<file path="src/rtl/seq_det_pkg.sv">
// Shared types and constants for the 1101 serial pattern detector.
// Imported by the RTL and by benches/assertions that need the reference pattern.
package seq_det_pkg;

    localparam logic [3:0] PATTERN = 4'b1101;

    // Each state records how much of PATTERN the most recent bits already match.
    typedef enum logic [2:0] {
        S_IDLE = 3'd0,
        S_1    = 3'd1,
        S_11   = 3'd2,
        S_110  = 3'd3,
        S_HIT  = 3'd4
    } state_e;

endpackage : seq_det_pkg

</file>
<file path="src/rtl/seq_det_cnt.sv">
// Saturating up-counter: adds one per inc pulse, holds at all-ones, cleared only by rst_n.
// Used by seq_det as its hit counter when SEQ_DET_COUNT_EN is defined.
module seq_det_cnt #(
    parameter int W = 8
) (
    input  logic         clk,
    input  logic         rst_n,
    input  logic         inc,
    output logic [W-1:0] cnt
);

    logic [W-1:0] cnt_q;
    logic [W-1:0] cnt_d;

    always_comb begin
        cnt_d = cnt_q;
        if (inc && (cnt_q != '1)) begin
            cnt_d = cnt_q + 1'b1;
        end
    end

    always_ff @(posedge clk or negedge rst_n) begin
        if (!rst_n) begin
            cnt_q <= '0;
        end else begin
            cnt_q <= cnt_d;
        end
    end

    assign cnt = cnt_q;

endmodule : seq_det_cnt

</file>
<file path="src/rtl/seq_det.sv">
// Moore detector raising w for one cycle after each (overlapping) 1101 on B.
// Define SEQ_DET_COUNT_EN to add the saturating hit_cnt output.
module seq_det
    import seq_det_pkg::*;
#(
    parameter int CNT_W = 8
) (
    input  logic             Clk,
    input  logic             Rst,
    input  logic             B,
    output logic             w
`ifdef SEQ_DET_COUNT_EN
    ,
    output logic [CNT_W-1:0] hit_cnt
`endif
);

    if (CNT_W < 1) begin : g_bad_cnt_w
        $error("seq_det: CNT_W must be at least 1");
    end

    state_e state_q;
    state_e state_d;
    logic   w_q;
    logic   w_d;

    // NOTE: every combinational output gets a default first so no path leaves it unassigned (no latch).
    always_comb begin
        state_d = S_IDLE;
        unique case (state_q)
            S_IDLE:  state_d = B ? S_1   : S_IDLE;
            S_1:     state_d = B ? S_11  : S_IDLE;
            S_11:    state_d = B ? S_11  : S_110;
            S_110:   state_d = B ? S_HIT : S_IDLE;
            S_HIT:   state_d = B ? S_11  : S_IDLE;
            default: state_d = S_IDLE;
        endcase
        // w is taken from a flop fed by the next-state decode, so it changes only on Clk.
        w_d = (state_d == S_HIT);
    end

    // NOTE: sequential state uses non-blocking assignments so all flops update from pre-edge values.
    always_ff @(posedge Clk or negedge Rst) begin
        if (!Rst) begin
            state_q <= S_IDLE;
            w_q     <= 1'b0;
        end else begin
            state_q <= state_d;
            w_q     <= w_d;
        end
    end

    assign w = w_q;

`ifdef SEQ_DET_COUNT_EN
    // S_HIT never loops onto itself, so w_d marks exactly the edges that enter it.
    seq_det_cnt #(
        .W (CNT_W)
    ) u_cnt (
        .clk   (Clk),
        .rst_n (Rst),
        .inc   (w_d),
        .cnt   (hit_cnt)
    );
`endif

endmodule : seq_det

</file>
<file path="config.mk">
export PLATFORM = sky130hd
export DESIGN_NAME = seq_det
export DESIGN_NICKNAME = d
export VERILOG_FILES = /design/src/rtl/seq_det_pkg.sv /design/src/rtl/seq_det_cnt.sv /design/src/rtl/seq_det.sv
export SDC_FILE = /design/constraint.sdc
export NUM_CORES = 1
export LEC_CHECK = 0
export ABC_AREA = 1
export CORE_AREA = 2 2 39 41
export DETAILED_ROUTE_END_ITERATION = 16
export DIE_AREA = 0 0 41 43
export GPL_ROUTABILITY_DRIVEN = 0
export PLACE_DENSITY = 0.3
export SYNTH_ARGS = -nofsm -noshare
export SYNTH_HDL_FRONTEND = slang
export SYNTH_SLANG_ARGS = --single-unit
</file>
<file path="constraint.sdc">
create_clock -name Clk -period 1.67 [get_ports Clk]
set_clock_uncertainty 0.15 [all_clocks]
set_input_delay 0.334 -clock Clk [delete_from_list [all_inputs] [get_ports Clk]]
set_output_delay 0.334 -clock Clk [all_outputs]
set_load 0.05 [all_outputs]
</file>
# [Word level (Yosys, flattened, before mapping)]
# Index checks and enable logic that the tools add are counted.
[word_totals] ff_bits=4 in_bits=3 out_inout_bits=1
[op_classes] n_eq_ne=5 n_mux=5 reduce_logical=2
[op_table] operator="$pmux W3 S4" n=1
[op_table] operator="$eq A3 B2 Y1 const B" n=2
[op_table] operator="$eq A3 B3 Y1 const B" n=2
[op_table] operator="$eq A3 B1 Y1 const B" n=1
[op_table] operator="$logic_not A3 Y1" n=1
[op_table] operator="$mux W3" n=1
[op_table] operator="$mux W1" n=2
[op_table] operator="$mux W2" n=1
[op_table] operator="$reduce_or A2 Y1" n=1

# [Depth between registers and ports, before layout]
[logic_depth] ltp_word=4 mapped_depth=5 mapped_depth_nobuf=5

# [Least setup slack after synthesis]
# No wires, ideal clock.
[synth_timing] kind="reg-to-output" startpoint="register w_q (netlist: w)" endpoint="output port w" arrival_ps=586 t_required_ps=1186 slack_ps=600 stages_incl_launch_ff=1 path_buffers=0 cell_sequence="dfrtp_1"
[synth_lines] element="from (decl)" line="seq_det.sv:24" text="logic w_q;"
[synth_lines] element="from (signal assigned)" line="seq_det.sv:49" text="w_q <= w_d;"
[synth_lines] element="to (decl)" line="seq_det.sv:11" text="output logic w"
# No word-level cell between the ends.

# [Final worst setup path]
[layout_timing] startpoint="register w_q (netlist: w)" endpoint="output port w"
# No word-level cell between the ends.

==> results summary <==
Summed over all failing endpoints, the final setup total negative slack is 0 ns. The run finished with clean final reports. In the final design database the tool counted 31 nets. For the pin with the worst max-slew slack, the measured transition is 0.193 ns. The hold violation count in the final report came out at 0.

The die outline area is 1760 sq um. The first global-routing pass estimated 455 um of wire. The buffers plus inverters on the worst setup path is 1. CTS placed an instance of clkbuf_4 at the clock tree root. Hold is met by 0.158 ns.

The number of max-slew violations in the final report came to 0. The detailed router's first-iteration violation count came out at 2. The worst setup path is launched from a flop.

Power spread over the standard cell area amounts to 1600 nW/um^2. The synthesized instance count came out at 20. The total CTS buffers is 3. The largest driver fanout on the critical path came out at 1. The footprint of the multi-input gates came out at 52.6 sq um.

For the worst-skew pair, the clock arrives at the later sink with an insertion delay of 0.23 ns. The number of nets with antenna violations after detailed routing is 0. The leakage power total is 0.125 nW. The cell type with the highest aggregate area in the netlist is dfrtp_1. The largest family of logic cells by synthesized area is simple AND/OR/NAND/NOR gates. The utilization of the core after routing came out at 18.1%. At the worst endpoint, the required time is 1.19 ns. The number of nets in the synthesized netlist is 23. The buffer levels on the longest clock path came out at 2. The logic gate share of total power is 31.9%. The maximum number of pins on one net before global-route repair came out at 5. The leading register cell type out of synthesis is dfrtp_1. After clock tree synthesis, the repair step resized 0 gates. Across the run, the number of max-cap violations was 0.

The tightest slew margin relative to the limit is 87.1%. TritonCTS built the clock tree. In this run the worst setup path begins at w. In this run the worst hold path is classified as input pin to async pin. In this run the core area contains 14 standard-cell rows.

The total of endpoints with negative setup slack in the final report came out at 0. Yosys mapped a number of flops with a built-in enable equal to 0. The share of total power in the clock network came out at 29.1%. The number of global-route vias before repair is 129. The post-synthesis compound-gate area fraction is 2.99%. The internal power came out at 0.267 mW. The number of buffer cells added on primary ports is 3. The core outline area came out at 1380 sq um. Of the synthesized area, sequential elements account for 59.7%. Ranked by total cell area, the synthesized netlist is headed by dfrtp_1 (60%), nand2_1 (11%), inv_1 (9.0%).

For this design, the slowest cell found on the critical path is dfrtp_1. The maximum level of the CTS H-tree came out at 1. Compared with the post-synthesis result, the final layout area differs by 49.3%.

Buffers inserted to repair hold after CTS numbered 0. The power spent charging and discharging nets is 0.134 mW. The post-synthesis cell type count is 8.

The startpoint identified for the worst register-to-register timing path is state_q[0]. The total number of clock tree sinks is 4. For this run, design rule violations remaining after detail routing come to 0. The area fraction in and, or, nand and nor cells after synthesis came out at 28.4%.

The chip width came out at 41 um. Ranked by instance count, the synthesized netlist is headed by nand2_1 (5), dfrtp_1 (4), inv_1 (4). After layout, the minimum clock period comes to 1.26 ns.

The average wire per standard cell is 6.79 um. Setup repair after global routing left no endpoint under its margin. The number of instances in the placed design is 39. Summing all placed instances gives a cell area of 228 sq um. After layout, the worst setup slack is 0.410 ns. Overall power consumption after layout is estimated at 0.401 mW. The final standard cell count with taps included and fillers excluded is 42.

The height of the die is 43 um. In this design, the largest share of critical-path delay is due to flip-flops. The total routing resource utilization after global routing is 4.75%. The mux contribution to synthesized area is 0%. The share of the cycle needed by the critical path after routing is 75.4%. The delay of the slowest cell on the worst path came out at 0.39 ns. The sequential group share of total power is 39.0%. The number of antenna diodes in the final layout is 0. The share of synthesized area in the top cell type comes to 59.7%.

In this run the cell area of the synthesized design comes to 168 sq um. In this run, synthesis produced a sequential element count of 4. The critical path is of the flop to output pin type. The post-CTS setup buffer count came out at 0. Of the total power, the share spent switching nets is 33.4%. The most common cell in the synthesized netlist is nand2_1. The routed layout has 129 vias.

The overall overflow remaining after global route is 0. The wire length after detailed routing came out at 285 um. In this run the count of I/O pins placed on the die edge is 4. The count of TritonRoute iterations in the first routing pass came out at 2. The number of antenna violations at the first check in global routing came to 0. The signal on the critical path passes through buf_12. The initial cell density of the core came out at 12.1%. The area of all placed cells without fillers came out at 250 sq um. The maximum achievable frequency is 794 MHz.

The ratio of cells with drive above 1 in the final layout is 23.1%. Using the TritonRoute via totals, the vias-per-cell ratio works out to 3.07. The capturing element type of the critical path is an output pin. The register cell area after layout came out at 100 sq um. The minimum setup slack after placement came out at 0.373 ns. The clock-pin transition on the worst setup and hold timing paths is 0.04 ns. The count of yosys warnings during synthesis came out at 0. The average footprint of a synthesized cell is 8.38 sq um.

After synthesis, the share of flip-flops with an asynchronous set or reset is 100%. Summing the areas of all xor and xnor instances in the mapped netlist gives 0% of the synthesized area. The peak supply drop came out at 0.627 mV. STA puts the critical path data arrival time at 0.78 ns. The layout has 151 filler cells. The synthesized netlist devotes 0% of its cell area to adder and majority cells.
## state kept, by name (all words and copies together), names as in the netlist
name	cells
state_q	3
w	1
## power groups by stage
stage,Combinational [mW],Clock (mW),Sequential (mW)
2_1_floorplan,0.0777,0,0.166
3_3_place_gp,0.131,0,0.157
3_5_place_dp,0.130,0,0.158
4_1_cts,0.130,0.122,0.157
5_1_grt,0.146,0.130,0.159
6_report,0.128,0.117,0.156
## kinds of logic (layout without fill, tap and decap cells)
group,after synthesis,after routing
buf+inv,4,10
compound gates,1,1
flops,4,4
simple gates,11,11
## metal layers
layer / vias up / global-route usage [%] / wire length, um
met5: - / 0 / 0
met4: 0 / 4.00 / 0
met3: 0 / 6.28 / 21
met2: 3 / 5.31 / 133
met1: 55 / 3.95 / 130
li1: 71 / - / -
## final timing paths
kind | end | slack [ns] | cells past startpoint
min in group Clk | state_q[1] | 0.38 | 3
max in group asynchronous | state_q[1] | 1.04 | 1
setup reg to reg | state_q[1] | 0.73 | 4
hold reg to reg | state_q[1] | 0.38 | 3
hold / removal | w | 0.16 | 1
setup / recovery | w | 0.41 | 1
## area by class of cell
type / instances / area share [%]
Sequential cell: 4 / 40.0
Tap cell: 16 / 8.00
Multi-Input combinational cell: 12 / 21.0
Clock buffer: 3 / 9.00
Timing Repair Buffer: 3 / 16.0
Inverter: 4 / 6.00
## placed cells by master, fill, tap and decap left out
cell type and instances:
nand2_1 5, buf_12 1, dfrtp_1 4, inv_1 4, nor2_2 1, nor2_1 3, nand3_1 1, clkdlybuf4s50_1 2
a21oi_1 1, nand2_2 1, clkbuf_4 3
No activity file was read; power rests on OpenSTA's default activity.
